### src/rtl/rf_wb_if.sv
// Request/write-back bundle for rf_wb_sequencer; hazard ports present only when
// RF_WB_HAZARD_EN is defined.
interface rf_wb_if #(
  parameter int unsigned WD   = 32,
  parameter int unsigned NREG = 32,
  parameter int unsigned AW   = 5
);
  logic            req_valid;
  logic            req_ready;
  logic [AW-1:0]   req_addr;
  logic [WD-1:0]   req_data;
  logic            rf_stall;
  logic            wr_en;
  logic [NREG-1:0] wr_sel;
  logic [WD-1:0]   wr_data;
  logic            busy;
  logic            zero_drop;
`ifdef RF_WB_HAZARD_EN
  logic [AW-1:0]   rd_addr_a;
  logic [AW-1:0]   rd_addr_b;
  logic            hazard_a;
  logic            hazard_b;
`endif

  // Request producer / register-bank side.
  modport master (
    output req_valid, req_addr, req_data, rf_stall,
`ifdef RF_WB_HAZARD_EN
    output rd_addr_a, rd_addr_b,
    input  hazard_a, hazard_b,
`endif
    input  req_ready, wr_en, wr_sel, wr_data, busy, zero_drop
  );

  // Sequencer side.
  modport slave (
    input  req_valid, req_addr, req_data, rf_stall,
`ifdef RF_WB_HAZARD_EN
    input  rd_addr_a, rd_addr_b,
    output hazard_a, hazard_b,
`endif
    output req_ready, wr_en, wr_sel, wr_data, busy, zero_drop
  );
endinterface

### src/rtl/rf_wb_sequencer.sv
// Write-back sequencer: buffers (addr,data) requests and issues one registered
// one-hot write per cycle to the register bank. Optional feature: RF_WB_HAZARD_EN.
module rf_wb_sequencer #(
  parameter int unsigned WD    = 32,
  parameter int unsigned NREG  = 32,
  parameter int unsigned AW    = 5,
  parameter int unsigned DEPTH = 2
) (
  input  logic  clk,
  input  logic  reset,
  rf_wb_if.slave bus
);
  localparam int unsigned PW = $clog2(DEPTH);
  localparam int unsigned CW = $clog2(DEPTH + 1);

  typedef enum logic [1:0] {IDLE, ISSUE, WAIT} state_e;

  state_e          state_q, state_d;
  logic [AW-1:0]   addr_mem_q [DEPTH];
  logic [WD-1:0]   data_mem_q [DEPTH];
  logic [PW-1:0]   rd_ptr_q, rd_ptr_d;
  logic [PW-1:0]   wr_ptr_q, wr_ptr_d;
  logic [CW-1:0]   count_q, count_d;
  logic            wr_en_q, wr_en_d;
  logic [NREG-1:0] wr_sel_q, wr_sel_d;
  logic [WD-1:0]   wr_data_q, wr_data_d;
  logic            busy_q, busy_d;
  logic            zero_drop_q, zero_drop_d;

  logic            full, accept, push, pop;
  logic [AW-1:0]   head_addr;
  logic [WD-1:0]   head_data;

  // Readiness looks only at the current count, so a full FIFO refuses even on a pop cycle.
  assign full   = (count_q == CW'(DEPTH));
  assign accept = bus.req_valid & ~full;
  assign push   = accept & (bus.req_addr != '0);
  assign pop    = (state_q == ISSUE);

  assign bus.req_ready = ~full;
  assign bus.wr_en     = wr_en_q;
  assign bus.wr_sel    = wr_sel_q;
  assign bus.wr_data   = wr_data_q;
  assign bus.busy      = busy_q;
  assign bus.zero_drop = zero_drop_q;

  always_comb begin
    count_d     = count_q + CW'(push) - CW'(pop);
    wr_ptr_d    = push ? wr_ptr_q + PW'(1) : wr_ptr_q;
    rd_ptr_d    = pop  ? rd_ptr_q + PW'(1) : rd_ptr_q;
    zero_drop_d = accept & (bus.req_addr == '0);

    // Head after this edge; a push into an otherwise drained FIFO bypasses the array.
    if (push && (wr_ptr_q == rd_ptr_d)) begin
      head_addr = bus.req_addr;
      head_data = bus.req_data;
    end else begin
      head_addr = addr_mem_q[rd_ptr_d];
      head_data = data_mem_q[rd_ptr_d];
    end

    state_d = state_q;
    case (state_q)
      IDLE:  if (push) state_d = bus.rf_stall ? WAIT : ISSUE;
      ISSUE: if (count_d != '0) state_d = bus.rf_stall ? WAIT : ISSUE;
             else               state_d = IDLE;
      WAIT:  if (!bus.rf_stall) state_d = ISSUE;
      default: state_d = IDLE;
    endcase

    wr_en_d   = (state_d == ISSUE);
    wr_sel_d  = wr_en_d ? (NREG'(1) << head_addr) : '0;
    wr_data_d = wr_en_d ? head_data : '0;
    busy_d    = (count_d != '0) | wr_en_d;
  end

  always_ff @(posedge clk) begin
    if (reset) begin
      state_q     <= IDLE;
      rd_ptr_q    <= '0;
      wr_ptr_q    <= '0;
      count_q     <= '0;
      wr_en_q     <= 1'b0;
      wr_sel_q    <= '0;
      wr_data_q   <= '0;
      busy_q      <= 1'b0;
      zero_drop_q <= 1'b0;
    end else begin
      state_q     <= state_d;
      rd_ptr_q    <= rd_ptr_d;
      wr_ptr_q    <= wr_ptr_d;
      count_q     <= count_d;
      wr_en_q     <= wr_en_d;
      wr_sel_q    <= wr_sel_d;
      wr_data_q   <= wr_data_d;
      busy_q      <= busy_d;
      zero_drop_q <= zero_drop_d;
    end
  end

  // Entry storage needs no reset; validity is tracked by the pointers and count.
  always_ff @(posedge clk) begin
    if (!reset && push) begin
      addr_mem_q[wr_ptr_q] <= bus.req_addr;
      data_mem_q[wr_ptr_q] <= bus.req_data;
    end
  end

`ifdef RF_WB_HAZARD_EN
  logic [DEPTH-1:0] ent_valid;
  logic             hit_a, hit_b;

  // An entry is live when its distance from the read pointer is below the count.
  always_comb begin
    hit_a = 1'b0;
    hit_b = 1'b0;
    for (int i = 0; i < DEPTH; i++) begin
      ent_valid[i] = CW'(PW'(PW'(i) - rd_ptr_q)) < count_q;
      if (ent_valid[i] && (addr_mem_q[i] == bus.rd_addr_a)) hit_a = 1'b1;
      if (ent_valid[i] && (addr_mem_q[i] == bus.rd_addr_b)) hit_b = 1'b1;
    end
    if (wr_en_q && wr_sel_q[bus.rd_addr_a]) hit_a = 1'b1;
    if (wr_en_q && wr_sel_q[bus.rd_addr_b]) hit_b = 1'b1;
  end

  assign bus.hazard_a = (bus.rd_addr_a != '0) & hit_a;
  assign bus.hazard_b = (bus.rd_addr_b != '0) & hit_b;
`endif
endmodule
### src/flat_wrapper.sv
// flat-port wrapper written by rule: the top's interface ports become plain ports
module rf_wb_sequencer_flat 
#(
  parameter int unsigned WD    = 32,
  parameter int unsigned NREG  = 32,
  parameter int unsigned AW    = 5,
  parameter int unsigned DEPTH = 2
)
  (clk, reset, bus_req_valid, bus_req_addr, bus_req_data, bus_rf_stall, bus_req_ready, bus_wr_en, bus_wr_sel, bus_wr_data, bus_busy, bus_zero_drop);
  rf_wb_if #(.WD(WD), .NREG(NREG), .AW(AW)) bus_i ();
  input  logic clk;
  input  logic reset;
  input wire logic [$bits(bus_i.req_valid)-1:0] bus_req_valid;
  input wire logic [$bits(bus_i.req_addr)-1:0] bus_req_addr;
  input wire logic [$bits(bus_i.req_data)-1:0] bus_req_data;
  input wire logic [$bits(bus_i.rf_stall)-1:0] bus_rf_stall;
  output wire logic [$bits(bus_i.req_ready)-1:0] bus_req_ready;
  output wire logic [$bits(bus_i.wr_en)-1:0] bus_wr_en;
  output wire logic [$bits(bus_i.wr_sel)-1:0] bus_wr_sel;
  output wire logic [$bits(bus_i.wr_data)-1:0] bus_wr_data;
  output wire logic [$bits(bus_i.busy)-1:0] bus_busy;
  output wire logic [$bits(bus_i.zero_drop)-1:0] bus_zero_drop;
  assign bus_i.req_valid = bus_req_valid;
  assign bus_i.req_addr = bus_req_addr;
  assign bus_i.req_data = bus_req_data;
  assign bus_i.rf_stall = bus_rf_stall;
  assign bus_req_ready = bus_i.req_ready;
  assign bus_wr_en = bus_i.wr_en;
  assign bus_wr_sel = bus_i.wr_sel;
  assign bus_wr_data = bus_i.wr_data;
  assign bus_busy = bus_i.busy;
  assign bus_zero_drop = bus_i.zero_drop;
  rf_wb_sequencer #(.WD(WD), .NREG(NREG), .AW(AW), .DEPTH(DEPTH)) u_core (.clk(clk), .reset(reset), .bus(bus_i));
endmodule
### config.mk
export PLATFORM = sky130hd
export DESIGN_NAME = rf_wb_sequencer_flat
export DESIGN_NICKNAME = d
export VERILOG_FILES = /design/src/rtl/rf_wb_if.sv /design/src/rtl/rf_wb_sequencer.sv /design/src/flat_wrapper.sv
export SDC_FILE = /design/constraint.sdc
export NUM_CORES = 1
export LEC_CHECK = 0
export BUFFER_PORTS_ARGS = -buffer_cell sky130_fd_sc_hd__buf_4
export CAP_MARGIN = 20
export CORE_AREA = 5 5 111 113
export DETAILED_ROUTE_END_ITERATION = 8
export DIE_AREA = 0 0 116 118
export PLACE_DENSITY = 0.76
export SLEW_MARGIN = 20
export SYNTH_ARGS = -nofsm -noshare
export SYNTH_HDL_FRONTEND = slang
export SYNTH_SLANG_ARGS = --single-unit
### constraint.sdc
create_clock -name clk -period 12.4 [get_ports clk]
set_input_delay 1.86 -clock clk [delete_from_list [all_inputs] [get_ports clk]]
set_output_delay 1.86 -clock clk [all_outputs]
set_load 0.1 [all_outputs]
### Yosys cells after proc, flatten, opt, wreduce, memory -nomap -nowiden

Memories as Yosys holds them, arrays and structs flattened. A register that Yosys moved wholly into a read port is not among the register bits.
Cells that the tools add are included.

* shift operators: 1
* bitwise operators: 6
* mux-type cells: 9
* add/sub/neg operators: 4
* reductions and logical operators: 8
* eq/ne operators: 5

Operators with widths (count)
* 1-bit by 5-bit left shift with 32-bit output, first input constant: 1
* 2-bit two-way mux: 4
* 2-bit case mux with 3 select lines: 1
* 5-bit logical NOT: 1
* 5-bit two-way mux: 1
* 5-bit nonzero test: 1
* 2-bit by 1-bit == test with 1-bit output, second input constant: 2
* 2-bit == test, second input constant: 2
* 1-bit bitwise AND: 3
* 1-bit two-way mux: 3
* 1-bit adder, second input constant: 2
* 2-bit by 1-bit adder with 2-bit output: 1
* 1-bit logical AND: 2
* 2-bit logical NOT: 1
* 1-bit inverter: 2
* 2-bit nonzero test: 1
* 2-bit OR reduction: 1
* 2-bit by 1-bit subtractor with 2-bit output: 1
* 1-bit == test: 1
* 1-bit logical NOT: 1
* 1-bit OR: 1

* input bits: 41
* bits in writable memories: 74
* bits in registers: 41
* logic and storage cells: 43
* output and inout port bits: 68
* memories kept: 2

Memory list
* u_core.data_mem_q: words 2, width 32, rd ports 1, clocked after Yosys merged registers in 1, wr ports 1, line rf_wb_sequencer.sv:20 `logic [WD-1:0] data_mem_q [DEPTH];`
* u_core.addr_mem_q: words 2, width 5, rd ports 1, clocked after Yosys merged registers in 0, wr ports 1, line rf_wb_sequencer.sv:19 `logic [AW-1:0] addr_mem_q [DEPTH];`

### Longest topological paths before layout

* word-level depth: 12
* depth in mapped cells: 13

### Worst setup path after synthesis

Ideal clock, no wire load.

* path type: input to register
* from: input bus_req_addr[0]
* to: memory u_core.addr_mem_q[1][0], enable pin
* data arrival time: 5.033 ns
* path buffers: 1
* slack: 6.882 ns
* stages: 4
* path through: or4_4 > o211ai_2 > buf_6 > nor3b_1

* longest elaborated chain between the ends: 5

Ends and longest elaborated chain
* from (decl): line flat_wrapper.sv:14 `input wire logic [$bits(bus_i.req_addr)-1:0] bus_req_addr;`
* 5-bit nonzero test: line rf_wb_sequencer.sv:37 `assign push = accept & (bus.req_addr != '0);`
* 1-bit bitwise AND: line rf_wb_sequencer.sv:37
* 1-bit logical AND: line rf_wb_sequencer.sv:103 `if (!reset && push) begin`
* 1-bit two-way mux: line rf_wb_sequencer.sv:103
* 1-bit two-way mux (not written as such): line rf_wb_sequencer.sv:104 `addr_mem_q[wr_ptr_q] <= bus.req_addr;`
* to (decl): line rf_wb_sequencer.sv:19

Every way passes these cells.

### Worst setup path after layout

* from: input bus_req_addr[0]
* to: register u_core.wr_data_q[1], in the netlist u_core.bus.wr_data[1], read port of u_core.data_mem_q

* longest elaborated chain between the ends: 10

Ends and longest elaborated chain
* 5-bit nonzero test (*): line rf_wb_sequencer.sv:37
* 1-bit bitwise AND (*): line rf_wb_sequencer.sv:37
* named net u_core.push: line rf_wb_sequencer.sv:30 `logic full, accept, push, pop;`
* 2-bit by 1-bit adder with 2-bit output: line rf_wb_sequencer.sv:48 `count_d = count_q + CW'(push) - CW'(pop);`
* 2-bit by 1-bit subtractor with 2-bit output: line rf_wb_sequencer.sv:48
* 2-bit nonzero test: line rf_wb_sequencer.sv:65 `ISSUE: if (count_d != '0) state_d = bus.rf_stall ? WAIT : ISSUE;`
* 2-bit two-way mux: line rf_wb_sequencer.sv:65
* 2-bit case mux with 3 select lines (*): line rf_wb_sequencer.sv:63 `case (state_q)`
* 2-bit by 1-bit == test with 1-bit output (*): line rf_wb_sequencer.sv:71 `wr_en_d = (state_d == ISSUE);`
* 1-bit inverter (no line) (*)
* 2-bit OR reduction (no line) (*)
* to (decl): line rf_wb_sequencer.sv:26 `logic [WD-1:0] wr_data_q, wr_data_d;`

The timed path passes the listed nets; every way through them passes the cells marked *.
A chain may end at the register's enable or synchronous reset.

==> results by stage <==
Outcome:
- The flow ran to the end, and the final reports show no timing, DRC or antenna violations.

CTS:
- The number of gates resized after CTS was 0.
- In this run the post-CTS setup repair buffer count came out at 0.
- The number of buffers on the longest clock path is 2.
- The number of clock sinks seen by CTS is 147.
- Clock tree synthesis inserted a total of 17 buffers.
- The number of buffers added to fix hold violations after cts is 0.
- The source-to-sink clock delay at the later pin of the worst-skew pair is 410 ps.
- The maximum level of the CTS H-tree is 4.
- Clock tree synthesis selected as its root buffer the cell sky130_fd_sc_hd__clkbuf_16.
- TritonCTS built the clock tree.
- After clock tree synthesis, the clock-pin slew on the worst setup and hold paths is 60 ps.

Placement:
- At the end of routability-driven placement, the weighted congestion stood at 0.792.
- The count of buffers added on input and output ports is 108.
- Summing all placed instances gives a cell area of 6350 um^2.
- Detailed placement finished with a half-perimeter wire length of 7.30 mm.

Final layout:
- The top cell types in the final layout, fill and taps aside, are sky130_fd_sc_hd__buf_4 (114), sky130_fd_sc_hd__edfxtp_1 (74), sky130_fd_sc_hd__dfxtp_1 (73), sky130_fd_sc_hd__nor2_1 (42), sky130_fd_sc_hd__mux2i_1 (38).
- The total of fill cells in the finished design is 897.
- The share of post-route cells with drive strength above 1 is 33.9%.
- The number of diodes added for antenna fixing is 0.
- The final layout net count is 543.
- Once layout is done, the placed cells without fillers occupy 6880 um^2.
- The multi-input combinational cells in the finished layout cover a total of 1610 um^2.
- The area occupied by registers is 3680 um^2.
- Leaving out fill and tap cells, the most frequent cell in the layout is sky130_fd_sc_hd__buf_4.
- The area growth from synthesis to layout is 26.5%.

Route:
- The detailed router's first-iteration violation count is 165.
- Dividing the detail-routed wire length by the instance count gives 16.8 um.
- Summed over all layers, the routed wires come to 11.0 mm.
- The uppermost signal routing layer after detailed routing is met4.
- After detailed routing, the number of remaining DRC violations is 0.
- The total iterations of the first detailed-routing run is 4.
- The total number of vias is 3437.
- Summed over all nets, wire length on met2 after detailed routing comes to 5.44 mm.
- The detailed-routed wire length on met3 is 983 um.
- The met1 wire length is 4.51 mm.
- Once detail routing completed, the nets flagged for antenna violations numbered 0.
- Using the TritonRoute via totals, the vias-per-cell ratio works out to 5.24.

Pwr:
- Combinational logic burns 27.5% of the power.
- In this run the power density over the cells is 204 nW/um^2.
- The net switching power figure is 0.000487 W.
- Per report_power, the sequential group accounts for 40.9% of the total.
- The share of total power in the clock network is 31.6%.
- Cell internal power was estimated by the tool at 0.000917 W.
- In this run switching power makes up 34.7% of total power.
- The leakage power total is 2.82 nW.
- The worst IR drop on VDD is 134 uV.

Synthesis:
- The number of synthesized flops with an enable pin is 74.
- Counting flops and latches in the post-synthesis netlist gives 147.
- The flip-flop cell with the highest count after synthesis is sky130_fd_sc_hd__edfxtp_1.
- Ranked by total cell area, the synthesized netlist is headed by sky130_fd_sc_hd__edfxtp_1 (41%), sky130_fd_sc_hd__dfxtp_1 (27%), sky130_fd_sc_hd__mux2i_1 (7.0%), sky130_fd_sc_hd__a211oi_1 (4.4%), sky130_fd_sc_hd__nor2_1 (2.9%).
- The cell area after technology mapping is 5440 um^2.
- The fraction of post-synthesis cell area in the top cell type by area is 40.9%.
- The share of the Yosys chip area taken by registers is 67.7%.
- The number of nets handed over by synthesis was 433.
- A synthesized cell averages 13.9 um^2.
- Yosys printed 0 warnings.
- The largest total area in the synthesized netlist belongs to sky130_fd_sc_hd__edfxtp_1.
- The count of different cell masters after synthesis is 44.
- Synthesis produced a netlist whose cell count is 390.
- The async set-or-reset flop fraction in the synthesized netlist is 0%.

STA:
- The transition at the pin with the smallest max-transition slack is 1120 ps.
- The final critical path time including I/O delays and setup is 5660 ps.
- Measured against its own limit, the worst slew margin works out to 25.5%.
- The accumulated negative setup slack is 0 ps.
- Setup repair after global routing left no endpoint under its margin.
- The total of endpoints with negative setup slack in the final report is 0.
- The worst clock skew on the final layout is 8.03 ps.
- The final-report hold violation count is 0.
- Based on the critical path, the design can be clocked at up to 177 MHz.
- The final period utilization is 45.6%.
- The max-slew violation count is 0.

Die:
- The initialized floorplan defines 39 standard-cell rows.
- The die outline width is 116 um.
- The initial standard-cell utilization of the core is 48.5%.
- The overall die area is 13700 um^2.
- The die outline height is 118 um.
- The total core area is 11200 um^2.
- During I/O placement, the number of pins put on the boundary was 109.

Critical path:
- STA classifies the critical path endpoint as a flip-flop.
- The arrival time of the worst setup path is 5900 ps.
- The startpoint-to-endpoint class of the critical path is in -> reg.
- STA puts the critical path data required time at 12650 ps.
- The worst setup path is launched from an input pin.
- The path depth of the worst reg2reg path is 11.
- The maximum fanout count along the critical path is 27.

Global route:
- The remaining global-route overflow is 0.
- The number of antenna violations at the first check in global routing came to 0.
- Entering global routing, the biggest net connects 65 pins.
- The via count of the first global-routing pass is 3439.
- The total global-route track usage is 16.5%.
- The first global-routing pass estimated 17.5 mm of wire.

Hold path:
- The cell depth of the worst min-delay path is 2.
- The tightest min-delay check is of the reg -> reg type.

Flow run:
- The number of max-capacitance violations reported is 0.
==> power by group through the flow <==
| stage | logic (W) | clock network (W) | registers [W] |
|---|---|---|---|
| floorplan | 0.000197 | 0 | 0.000697 |
| global placement | 0.000378 | 0 | 0.000583 |
| detailed placement | 0.000386 | 0 | 0.000584 |
| CTS | 0.000388 | 0.000454 | 0.000575 |
| global route | 0.000408 | 0.000477 | 0.000578 |
| finish | 0.000386 | 0.000444 | 0.000575 |
==> final timing paths <==
path,from,end,slack (ps)
min reg2reg,u_core.data_mem_q[1][3],u_core.bus.wr_data[3],610
min,u_core.data_mem_q[1][3],u_core.bus.wr_data[3],610
max,bus_req_addr[0],u_core.bus.wr_data[1],6740
max reg2reg,u_core.state_q[1],u_core.bus.wr_data[1],8500
==> area by class of cell <==
cell class | instances | share of cell area (%)
flip-flops and latches | 147 | 53.6
multi-input cells | 211 | 23.3
repair buffers | 114 | 12.4
clock buffers | 19 | 6.29
well taps | 143 | 2.60
clock inverters | 13 | 1.27
inverters | 9 | 0.491
==> cells by family (layout without fill, tap and decap cells) <==
logic type	count (synthesis)	count (layout)	synth area share, %
and+or+nand+nor	113	113	12.1
AOI/OAI and AO/OA	48	48	6.90
adders and majority gates	2	2	0.460
muxes	43	43	8.21
buffers and inverters	32	155	3.24
DFF	147	147	67.7
xor gates and xnor gates	5	5	1.36
==> through the flow <==
stage	utilization [%]	setup slack (ps)	total power, W	hold WS (ps)	std cells
2_1_floorplan	-	6880	0.000894	537	390
3_3_place_gp	56.6	6470	0.000962	590	624
3_5_place_dp	56.6	6300	0.000971	601	624
4_1_cts	61.2	6750	0.00142	619	656
5_1_grt	61.3	6520	0.00146	643	656
6_report	61.3	6740	0.00140	613	656
==> flip-flops by register name (all words and copies together) (netlist names) <==
register,flops
u_core.data_mem_q,64
u_core.bus.wr_data,32
u_core.bus.wr_sel,32
u_core.addr_mem_q,10
u_core.count_q,2
u_core.state_q,2
u_core.bus.busy,1
u_core.bus.wr_en,1
u_core.bus.zero_drop,1
u_core.rd_ptr_q,1
u_core.wr_ptr_q,1
==> worst max-delay path, stage by stage <==
cell and delay, ps:
sky130_fd_sc_hd__buf_4 130, sky130_fd_sc_hd__or4_4 560, sky130_fd_sc_hd__o211ai_2 500, sky130_fd_sc_hd__inv_2 130, sky130_fd_sc_hd__ha_1 230, sky130_fd_sc_hd__xor3_1 210, sky130_fd_sc_hd__o21ai_0 190, sky130_fd_sc_hd__a31o_1 920
sky130_fd_sc_hd__nand2b_1 720, sky130_fd_sc_hd__buf_4 370, sky130_fd_sc_hd__a211oi_1 80
==> layer usage <==
metal  up-vias  GRT usage, %
li1       1670             -
met1      1647          21.3
met2       112          25.7
met3         8          6.48
met4         0          5.00
met5         -             0
==> cell usage after synthesis (2+ instances only) <==
cell                       number
sky130_fd_sc_hd__edfxtp_1      74
sky130_fd_sc_hd__dfxtp_1       73
sky130_fd_sc_hd__nor2_1        42
sky130_fd_sc_hd__mux2i_1       38
sky130_fd_sc_hd__a211oi_1      32
sky130_fd_sc_hd__nor4_1        17
sky130_fd_sc_hd__buf_2         15
sky130_fd_sc_hd__nand2b_1      13
sky130_fd_sc_hd__nand2_1       11
sky130_fd_sc_hd__inv_1          8
sky130_fd_sc_hd__nor3_1         7
sky130_fd_sc_hd__nor4_2         7
sky130_fd_sc_hd__a21oi_2        5
sky130_fd_sc_hd__buf_6          4
sky130_fd_sc_hd__nor3_2         4
sky130_fd_sc_hd__nor4b_1        4
sky130_fd_sc_hd__a21oi_1        2
sky130_fd_sc_hd__buf_4          2
sky130_fd_sc_hd__ha_1           2
sky130_fd_sc_hd__mux2_2         2
sky130_fd_sc_hd__mux2_4         2
sky130_fd_sc_hd__nor2b_1        2
sky130_fd_sc_hd__o21ai_0        2
sky130_fd_sc_hd__xnor2_2        2
(Power assumes the default switching activity.)
